## src/rtl/wb_intc_pkg.sv

```systemverilog
// Shared definitions for the wb_intc interrupt controller: register offsets
// (decoded from wb_adr_i[3:2]) and the VECTOR register layout.
package wb_intc_pkg;

  typedef enum logic [1:0] {
    INTC_PENDING = 2'd0,
    INTC_MASK    = 2'd1,
    INTC_STATUS  = 2'd2,
    INTC_VECTOR  = 2'd3
  } intc_reg_e;

  localparam int unsigned INTC_VEC_VALID_BIT = 31;
  localparam int unsigned INTC_VEC_IDX_W     = 5;

endpackage

```

## src/rtl/wb_intc_if.sv

```systemverilog
// Wishbone slave bus bundle for wb_intc. The master modport is the bus side
// (CPU / interconnect or a testbench); the slave modport is the controller.
interface wb_intc_if #(
  parameter int unsigned wb_dat_width = 32,
  parameter int unsigned wb_adr_width = 32
);

  logic [wb_adr_width-1:0] wb_adr_i;
  logic [wb_dat_width-1:0] wb_dat_i;
  logic                    wb_we_i;
  logic                    wb_cyc_i;
  logic                    wb_stb_i;
  logic                    wb_ack_o;
  logic [wb_dat_width-1:0] wb_dat_o;

  modport master (
    output wb_adr_i, wb_dat_i, wb_we_i, wb_cyc_i, wb_stb_i,
    input  wb_ack_o, wb_dat_o
  );

  modport slave (
    input  wb_adr_i, wb_dat_i, wb_we_i, wb_cyc_i, wb_stb_i,
    output wb_ack_o, wb_dat_o
  );

endinterface

```

## src/rtl/wb_intc_prio_enc.sv

```systemverilog
// Lowest-index-first priority encoder. Used by wb_intc to build the VECTOR
// register when WB_INTC_VECTOR_EN is defined.
module intc_prio_enc #(
  parameter int unsigned W     = 8,
  parameter int unsigned IDX_W = 5
) (
  input  logic [W-1:0]     req,
  output logic             valid,
  output logic [IDX_W-1:0] idx
);

  // Scan upward and keep the first set bit found.
  always_comb begin
    valid = 1'b0;
    idx   = '0;
    for (int unsigned i = 0; i < W; i++) begin
      if (req[i] && !valid) begin
        valid = 1'b1;
        idx   = IDX_W'(i);
      end
    end
  end

endmodule

```

## src/rtl/wb_intc.sv

```systemverilog
// Wishbone interrupt controller: edge-detects NUM_SRC sources into a W1C
// pending register, gates them with MASK and drives one registered irq_o.
// Optional VECTOR register (lowest pending&mask index) under the macro
// WB_INTC_VECTOR_EN; without it VECTOR reads 0 and no encoder is built.
module wb_intc
  import wb_intc_pkg::*;
#(
  parameter int unsigned NUM_SRC      = 8,
  parameter int unsigned wb_dat_width = 32,
  parameter int unsigned wb_adr_width = 32
) (
  input  logic               clk,
  input  logic               rst,
  wb_intc_if.slave           bus,
  input  logic [NUM_SRC-1:0] irq_src_i,
  output logic               irq_o
);

  logic [NUM_SRC-1:0]      src_q;
  logic [NUM_SRC-1:0]      pending;
  logic [NUM_SRC-1:0]      mask;
  logic [NUM_SRC-1:0]      status;
  logic [NUM_SRC-1:0]      rise;
  logic [NUM_SRC-1:0]      clr;
  logic                    ack;
  logic                    req;
  logic                    wr_pending;
  logic                    wr_mask;
  logic [wb_dat_width-1:0] rdata;
  logic [wb_dat_width-1:0] dat_q;
  logic                    irq_q;
  intc_reg_e               sel;
  logic                    unused_bits;

  assign sel        = intc_reg_e'(bus.wb_adr_i[3:2]);
  assign req        = bus.wb_stb_i & bus.wb_cyc_i & ~ack;
  assign wr_pending = req & bus.wb_we_i & (sel == INTC_PENDING);
  assign wr_mask    = req & bus.wb_we_i & (sel == INTC_MASK);
  assign rise       = irq_src_i & ~src_q;
  assign clr        = wr_pending ? bus.wb_dat_i[NUM_SRC-1:0] : '0;
  assign status     = pending & mask;

  assign bus.wb_ack_o = bus.wb_stb_i & bus.wb_cyc_i & ack;
  assign bus.wb_dat_o = dat_q;
  assign irq_o        = irq_q;

  assign unused_bits = ^{bus.wb_adr_i[wb_adr_width-1:4], bus.wb_adr_i[1:0],
                         bus.wb_dat_i[wb_dat_width-1:NUM_SRC]};

`ifdef WB_INTC_VECTOR_EN
  logic                      vec_valid;
  logic [INTC_VEC_IDX_W-1:0] vec_idx;
  logic [wb_dat_width-1:0]   vec_word;

  intc_prio_enc #(
    .W     (NUM_SRC),
    .IDX_W (INTC_VEC_IDX_W)
  ) u_prio_enc (
    .req   (status),
    .valid (vec_valid),
    .idx   (vec_idx)
  );

  // Assemble the VECTOR word: valid flag on top, winning index at the bottom.
  always_comb begin
    vec_word                           = '0;
    vec_word[INTC_VEC_VALID_BIT]       = vec_valid;
    vec_word[INTC_VEC_IDX_W-1:0]       = vec_idx;
  end
`endif

  // Read multiplexer over the four registers; upper bits zero-filled.
  always_comb begin
    rdata = '0;
    unique case (sel)
      INTC_PENDING: rdata = wb_dat_width'(pending);
      INTC_MASK:    rdata = wb_dat_width'(mask);
      INTC_STATUS:  rdata = wb_dat_width'(status);
`ifdef WB_INTC_VECTOR_EN
      INTC_VECTOR:  rdata = vec_word;
`else
      INTC_VECTOR:  rdata = '0;
`endif
      default:      rdata = '0;
    endcase
  end

  // Source history and pending latch; a same-cycle rise beats a W1C clear.
  always_ff @(posedge clk) begin
    if (!rst) begin
      src_q   <= '1;
      pending <= '0;
    end else begin
      src_q   <= irq_src_i;
      pending <= (pending & ~clr) | rise;
    end
  end

  // Mask register, written only by an accepted bus write.
  always_ff @(posedge clk) begin
    if (!rst) begin
      mask <= '0;
    end else if (wr_mask) begin
      mask <= bus.wb_dat_i[NUM_SRC-1:0];
    end
  end

  // Bus handshake: one-cycle ack per accepted request; read data held between reads.
  always_ff @(posedge clk) begin
    if (!rst) begin
      ack   <= 1'b0;
      dat_q <= '0;
    end else begin
      ack <= req;
      if (req && !bus.wb_we_i) begin
        dat_q <= rdata;
      end
    end
  end

  // Registered combined interrupt output.
  always_ff @(posedge clk) begin
    if (!rst) begin
      irq_q <= 1'b0;
    end else begin
      irq_q <= |status;
    end
  end

endmodule

```

## src/flat_wrapper.sv

```systemverilog
// flat-port wrapper written by rule: the top's interface ports become plain ports
module wb_intc_flat import wb_intc_pkg::*;
#(
  parameter int unsigned NUM_SRC      = 8,
  parameter int unsigned wb_dat_width = 32,
  parameter int unsigned wb_adr_width = 32
)
  (clk, rst, irq_src_i, irq_o, bus_wb_adr_i, bus_wb_dat_i, bus_wb_we_i, bus_wb_cyc_i, bus_wb_stb_i, bus_wb_ack_o, bus_wb_dat_o);
  wb_intc_if #(.wb_dat_width(wb_dat_width), .wb_adr_width(wb_adr_width)) bus_i ();
  input  logic clk;
  input  logic rst;
  input  logic [NUM_SRC-1:0] irq_src_i;
  output logic irq_o;
  input wire logic [$bits(bus_i.wb_adr_i)-1:0] bus_wb_adr_i;
  input wire logic [$bits(bus_i.wb_dat_i)-1:0] bus_wb_dat_i;
  input wire logic [$bits(bus_i.wb_we_i)-1:0] bus_wb_we_i;
  input wire logic [$bits(bus_i.wb_cyc_i)-1:0] bus_wb_cyc_i;
  input wire logic [$bits(bus_i.wb_stb_i)-1:0] bus_wb_stb_i;
  output wire logic [$bits(bus_i.wb_ack_o)-1:0] bus_wb_ack_o;
  output wire logic [$bits(bus_i.wb_dat_o)-1:0] bus_wb_dat_o;
  assign bus_i.wb_adr_i = bus_wb_adr_i;
  assign bus_i.wb_dat_i = bus_wb_dat_i;
  assign bus_i.wb_we_i = bus_wb_we_i;
  assign bus_i.wb_cyc_i = bus_wb_cyc_i;
  assign bus_i.wb_stb_i = bus_wb_stb_i;
  assign bus_wb_ack_o = bus_i.wb_ack_o;
  assign bus_wb_dat_o = bus_i.wb_dat_o;
  wb_intc #(.NUM_SRC(NUM_SRC), .wb_dat_width(wb_dat_width), .wb_adr_width(wb_adr_width)) u_core (.clk(clk), .rst(rst), .bus(bus_i), .irq_src_i(irq_src_i), .irq_o(irq_o));
endmodule
```

## config.mk

```make
export PLATFORM = sky130hd
export DESIGN_NAME = wb_intc_flat
export DESIGN_NICKNAME = d
export VERILOG_FILES = /design/src/rtl/wb_intc_pkg.sv /design/src/rtl/wb_intc_if.sv /design/src/rtl/wb_intc_prio_enc.sv /design/src/rtl/wb_intc.sv /design/src/flat_wrapper.sv
export SDC_FILE = /design/constraint.sdc
export NUM_CORES = 1
export LEC_CHECK = 0
export CAP_MARGIN = 20
export CELL_PAD_IN_SITES_DETAIL_PLACEMENT = 1
export CELL_PAD_IN_SITES_GLOBAL_PLACEMENT = 2
export CORE_MARGIN = 3
export CORE_UTILIZATION = 16
export DETAILED_ROUTE_END_ITERATION = 16
export GPL_TIMING_DRIVEN = 0
export PLACE_DENSITY_LB_ADDON = 0.1
export SYNTH_ARGS = -nofsm -noshare
export SYNTH_HDL_FRONTEND = slang
export SYNTH_SLANG_ARGS = --single-unit
```

## constraint.sdc

```tcl
create_clock -name clk -period 1.4 [get_ports clk]
set_clock_uncertainty 0.15 [all_clocks]
set_input_delay 0.28 -clock clk [delete_from_list [all_inputs] [get_ports clk]]
set_output_delay 0.28 -clock clk [all_outputs]
set_load 0.1 [all_outputs]
```

Word-level counts from Yosys, hierarchy flattened:

Cells that the tools add are included.
Widths: inputs -> output; s select.

* bits in registers: 58
* output and inout port bits: 34
* word-level logic and storage cells: 28
* input port bits: 77

* bitwise logic cells: 13
* mux-type cells: 2
* reductions and logical operators: 4
* equality and inequality tests: 3

Operators by type and width (number)
* $pmux 32 s4: 1
* $and 8x8->8: 3
* $not 8->8: 2
* $mux 8: 1
* $or 8x8->8: 1
* $reduce_or 8->1: 1
* $and 1x1->1: 6
* $eq 2x2->1 const B: 2
* $eq 2x1->1 const B: 1
* $logic_not 2->1: 1
* $logic_and 1x1->1: 1
* $logic_not 1->1: 1
* $not 1->1: 1

Depth between registers and ports, before layout:

Gate-level depths: netlist (run 1).

* depth after elaboration: 8
* gate-level depth with buffers: 5

Least setup slack after synthesis (run 1):

OpenSTA, ideal clock, no wires.

* path type: reg-to-output
* start point: register u_core.ack
* end point: output bus_wb_ack_o
* stages on the path, launching flop included: 2
* setup slack: -0.146 ns
* arrival: 1.116 ns
* path buffers: 0
* required time: 0.970 ns
* cell sequence: dfxtp_1 -> and3_1

* longest elaborated chain between the ends: 1

Ends and longest elaborated chain
* from (decl): RTL line wb_intc.sv:25 `logic ack;`
* from (signal assigned): RTL line wb_intc.sv:114 `ack <= req;`
* $and 1x1->1: RTL line wb_intc.sv:43 `assign bus.wb_ack_o = bus.wb_stb_i & bus.wb_cyc_i & ack;`
* to (decl): RTL line flat_wrapper.sv:19 `output wire logic [$bits(bus_i.wb_ack_o)-1:0] bus_wb_ack_o;`

Every way passes these cells.

Worst setup path in the final report (run 1):

Same ends and word-level chain as after synthesis.

==> results.txt, run 1 <==
Min Tclk post-route = 1.41 ns
Sequential share of the synthesized area = 42.2%
Primary FF master, synth = dfxtp_1
Vias per inst = 3.53
RSZ-0062 raised after global routing = yes
Area contributors post-synth = dfxtp_1 42%, buf_4 12%, nand2_1 7.7%
Slew headroom = 63.8%
Clk_lat worst skew = 0.27 ns
Row count = 36
Max Used Layer = met4
Synth area leader = dfxtp_1
Antenna cells = 0
CTS root buffer = clkbuf_8
CP Launch Type = flop
Synth warnings = 0
Worst slew pin tran = 0.542 ns
GRT Total Usage = 8.32%
Fmax achieved = 0.707 GHz
Yosys cell types = 25
I/O pin cnt = 111
Critical Path AT = 0.98 ns
Avg Inst Size Synth = 8.66 um2
Peak supply drop = 0.280 mV
Final Wtd Congestion = 0.677
Max Transition Viols Final = 0
Dpl hpwl = 3580 um
Post-route ant nets = 0
Post-synth EDFFs = 0
Max clock buf depth = 2
Mapped Cells = 186
Largest net degree at the start of global routing = 11
Largest fanout on the critical path = 4
Static Leak = 0.984 nW
Global-route wire length before repair = 7370 um
Critical path capture point type = primary output
Drt wl/cell = 11.8 um
Crit path kind = reg -> out
Chip width = 106 um
Critical Path RT = 0.97 ns
HP Class = in -> reg
Worst hold slack = 0.126 ns
CTS HTree Levels = 2
Clock-pin slew on the worst setup and hold paths = 0.07 ns
Cell Area, Synth = 0.00161 mm2
Yosys top cell area share = 42.2%
Synthesized flop and latch total = 34
Fin Setup TNS = -0.0134 ns
Final nets = 326
Post-route setup slack = -0.0134 ns
Vias in the first global route = 1498
DRT met1 WL = 2060 um
Gr ovfl total = 0
Met2 wire len = 2080 um
Initial DRC count = 17
Clock Sinks = 34
Layout filler cell count = 1162
Share of cells above drive strength 1 = 29.7%
RR Startpoint = u_core.ack
Initial antenna violation count = 0
Routed WL = 4490 um
Failing checks = setup timing
Total CTS buffers = 5
Crit path launch = u_core.ack
DRT Pass-1 Iters = 3
Number of buffers added on ports = 31
Die Span Y = 106 um
TritonCTS clock tree = built
Total Power = 2.38 mW
Number of max-cap violations = 0
Fin. Hold Viols = 0
Core footprint = 0.00977 mm2
Most frequent cell after synthesis = dfxtp_1
Starting Density = 16.5%
Status = complete, but fails checks
Asr flop ratio synth = 0%
Area grow syn2layout = 46.4%
Commonest cells in the synthesized netlist = 34 x dfxtp_1, 33 x nand2_1, 25 x buf_4, 16 x a31oi_1, 14 x o21ai_0
Total number of vias = 1349
Final period utilization = 101%
Power Dens Cells = 1010 mW/mm2
Endpoints failing setup = 1
Met3 routed WL = 281 um
Min-delay src = rst
Die area = 0.0113 mm2
DRC Markers = 0
worst max-delay path, stage by stage (launching register included):
cell and delay, ns:
dfxtp_2 0.35, and3_4 0.20, buf_12 0.17
cell families (layout without fill, tap and decap cells):
logic type             count (synthesis)  after routing  share of synthesized area, %
AOI/OAI and AO/OA                     45             45                          17.9
buffers and inverters                 42             82                          16.7
DFF                                   34             34                          42.2
muxes                                  8              8                          4.97
other                                  1             24                         0.233
and+or+nand+nor                       56             56                          17.9
where the power goes:
group          internal [mW]  leakage, nW  switching, mW  total [mW]
logic                  0.180        0.664          0.490       0.670
registers               1.01        0.283         0.0275        1.04
clock network          0.342       0.0383          0.331       0.673
stage by stage:
step / std cells / worst slack (ns) / utilization (%) / area, um2
2_1_floorplan: 209 / 0.0381 / - / 1710
3_3_place_gp: 373 / -1.13 / 22.4 / 2190
3_5_place_dp: 373 / -1.12 / 22.4 / 2190
4_1_cts: 382 / -0.0313 / 23.3 / 2280
5_1_grt: 382 / -0.0594 / 24.1 / 2360
6_report: 382 / -0.0134 / 24.1 / 2360
timing repair:
action | CTS | global route
buffers inserted | 4 | 0
hold buffers | 0 | 0
pin swaps | 3 | 5
gates resized for setup | 73 | 12
setup endpoints to repair | 34 | 10
final cells by class:
type / instances / area, um2 / area share (%)
inverters: 9 / 33.8 / 1.43
plain buffers: 31 / 219 / 9.28
multi-input cells: 133 / 838 / 35.5
clock buffers: 7 / 76.3 / 3.23
well taps: 133 / 166 / 7.05
repair buffers: 35 / 334 / 14.2
flip-flops and latches: 34 / 692 / 29.3
per-layer routing:
| metal | GRT usage, % | vias up |
|---|---|---|
| met5 | 0 | - |
| met4 | 2.78 | 0 |
| met3 | 2.79 | 6 |
| met2 | 13.7 | 41 |
| met1 | 10.2 | 591 |
| li1 | - | 711 |
state kept, by name, summed over array words and instances, names as in the netlist:
| name | count |
|---|---|
| u_core.pending | 8 |
| u_core.irq_o | 1 |
| u_core.mask | 8 |
| u_core.src_q | 8 |
| u_core.ack | 1 |
| u_core.bus.wb_dat_o | 8 |
cell usage in the layout (no fill, tap or decap), types with 2 or more instances in the layout:
cell             synthesis  final
o21ai_1                  2      2
dlygate4sd2_1            0      5
a31oi_4                  0      5
dfxtp_2                  0      9
o21ai_0                 14     14
clkdlybuf4s50_1          0     16
nand2_1                 33     33
and2b_1                  3      3
a31oi_1                 16     11
mux2i_1                  8      8
a31o_2                   8      8
buf_4                   25     37
dfxtp_1                 34     25
a22oi_1                  4      4
nand2b_1                 8      8
buf_12                   0      2
clkbuf_1                 4      6
conb_1                   1     24
inv_1                    9      9
nor2b_1                  5      5
clkbuf_8                 0      5
path summary, 6_finish.rpt:
kind                             to  slack, ns  cells after the start
setup / recovery       bus_wb_ack_o      -0.01                      2
hold / removal      u_core.src_q[0]       0.13                      2
setup reg to reg  u_core.pending[5]       0.01                      4
hold reg to reg          u_core.ack       0.28                      1
No activity file was read; power rests on OpenSTA's default activity.
==> run 2, diff against run 1 <==
CELL_PAD_IN_SITES_DETAIL_PLACEMENT = default   (was 1)
CELL_PAD_IN_SITES_GLOBAL_PLACEMENT = default   (was 2)
CORE_UTILIZATION = 32   (was 16)
PLACE_DENSITY = 0.89   (was default)
PLACE_DENSITY_LB_ADDON = default   (was 0.1)
==> results.txt, run 2 (same netlist as run 1, synthesis figures left out) <==
Status = complete, but fails checks (unchanged)
Failing checks = setup timing (unchanged)
Drt wl/cell = 10.9 um (was 11.8 um)
Max clock buf depth = 2 (unchanged)
Number of buffers added on ports = 31 (unchanged)
Hold-fix buffers, CTS = 0 (unchanged)
Area grow syn2layout = 36.7% (was 46.4%)
Antenna cells = 0 (unchanged)
Number of max-cap violations = 0 (unchanged)
HP Class = in -> reg (unchanged)
GRT Total Usage = 11.7% (was 8.32%)
Critical Path RT = 0.97 ns (about the same)
I/O pin cnt = 111 (unchanged)
DP Worst Slack = -1.13 ns (was -1.12 ns)
Fin. Hold Viols = 0 (unchanged)
Largest net degree at the start of global routing = 12 (was 11)
Starting Density = 33.7% (was 16.5%)
Max Transition Viols Final = 0 (unchanged)
Vias per inst = 4.28 (was 3.53)
Top cell family by delay on the critical path = flip-flops (unchanged)
Power Dens Cells = 1080 mW/mm2 (was 1010 mW/mm2)
Final period utilization = 101% (about the same)
DRC Markers = 0 (unchanged)
Routed WL = 3430 um (was 4490 um)
Dpl hpwl = 2620 um (was 3580 um)
Clock-pin slew on the worst setup and hold paths = 0.06 ns (was 0.07 ns)
CP bufs+invs = 1 (unchanged)
Final instance area = 0.00220 mm2 (was 0.00236 mm2)
Static Leak = 0.979 nW (was 0.984 nW)
Min Tclk post-route = 1.42 ns (was 1.41 ns)
Largest fanout on the critical path = 4 (unchanged)
Layout filler cell count = 485 (was 1162)
Global-route wire length before repair = 5460 um (was 7370 um)
Die Span Y = 77.0 um (was 106 um)
Critical path capture point type = primary output (unchanged)
DRT Pass-1 Iters = 4 (was 3)
Total number of vias = 1345 (was 1349)
Slowest CP cell = dfxtp_2 (unchanged)
Gr ovfl total = 0 (unchanged)
Row count = 25 (was 36)
CP cell instances = and3_4 > buf_12 (unchanged)
Share of cells above drive strength 1 = 28.3% (was 29.7%)
Clk_lat worst skew = 0.28 ns (was 0.27 ns)
Dpl cell area = 0.00210 mm2 (was 0.00219 mm2)
Chip width = 77.0 um (was 106 um)
Post-route setup slack = -0.0205 ns (was -0.0134 ns)
Final nets = 325 (was 326)
Commonest non-fill, non-tap cells in the layout = 35 x buf_4, 33 x nand2_1, 25 x dfxtp_1 (was 37 x buf_4, 33 x nand2_1, 25 x dfxtp_1)
Crit path kind = reg -> out (unchanged)
TritonCTS clock tree = built (unchanged)
Worst hold slack = 0.116 ns (was 0.126 ns)
CP Launch Type = flop (unchanged)
CTS HTree Levels = 2 (unchanged)
Critical Path Max Stage Delay = 0.34 ns (was 0.35 ns)
Total CTS buffers = 5 (unchanged)
Post-route ant nets = 0 (unchanged)
Initial DRC count = 84 (was 17)
Endpoints failing setup = 1 (unchanged)
Initial antenna violation count = 0 (unchanged)
Vias in the first global route = 1250 (was 1498)
Commonest non-fill, non-tap cell in the layout = buf_4 (unchanged)
Fmax achieved = 0.704 GHz (was 0.707 GHz)
Core footprint = 0.00479 mm2 (was 0.00977 mm2)
RSZ-0062 raised after global routing = yes (unchanged)
Final Wtd Congestion = 0.828 (was 0.677)
CTS root buffer = clkbuf_8 (unchanged)
Clock Sinks = 34 (unchanged)
Critical Path AT = 0.99 ns (was 0.98 ns)
Peak supply drop = 0.489 mV (was 0.280 mV)
Die area = 0.00592 mm2 (was 0.0113 mm2)
## run 2: area by class of cell
class	count	area [um2]	area share [%]
Buffer	31	215	9.77
Inverter	9	33.8	1.53
Tap cell	67	83.8	3.80
Sequential cell	34	692	31.4
Timing Repair Buffer	33	315	14.3
Multi-Input combinational cell	134	781	35.4
Clock buffer	6	82.6	3.75
## run 2: routing by layer
metal | track usage (%) | share of wire (%)
met5 | 0 | 0
met4 | 5.62 | 2.1
met3 | 4.93 | 9.3
met2 | 18.4 | 45
met1 | 13.8 | 43
## run 2: path summary, 6_finish.rpt
| check | slack, ns | end | cells after the start | start |
|---|---|---|---|---|
| setup / recovery | -0.02 | bus_wb_ack_o | 2 | u_core.ack |
| hold / removal | 0.12 | u_core.src_q[0] | 2 | rst |
| setup reg to reg | 0.02 | u_core.pending[1] | 4 | u_core.ack |
| hold reg to reg | 0.28 | u_core.ack | 1 | u_core.ack |
## run 2: power breakdown
group          switching (mW)  leakage [nW]  internal (mW)
logic                   0.471         0.653          0.171
clock network           0.317        0.0431          0.378
registers              0.0264         0.283           1.01
## run 2: worst reg2reg max path: cells and delay by family (launching register included)
kind | cells | cell delay, ns
and+or+nand+nor | 1 | 0.36
DFF | 1 | 0.33
AOI/OAI and AO/OA | 2 | 0.31
buffers and inverters | 1 | 0.13
## run 2: metrics by stage
stage | util [%] | total power, mW | instances | TNS, ns
2_1_floorplan | - | 1.57 | 209 | 0
3_3_place_gp | 43.9 | 1.69 | 307 | -15.94
3_5_place_dp | 43.9 | 1.69 | 307 | -17.08
4_1_cts | 45.8 | 2.38 | 314 | -0.0311
5_1_grt | 46.0 | 2.48 | 314 | -0.0835
6_report | 46.0 | 2.38 | 314 | -0.0205
## run 2: repair_timing
action	CTS	global route
pin swaps	2	1
buffers inserted	2	0
resized for setup	71	5
endpoints found under the setup margin	34	12
cloned	1	0
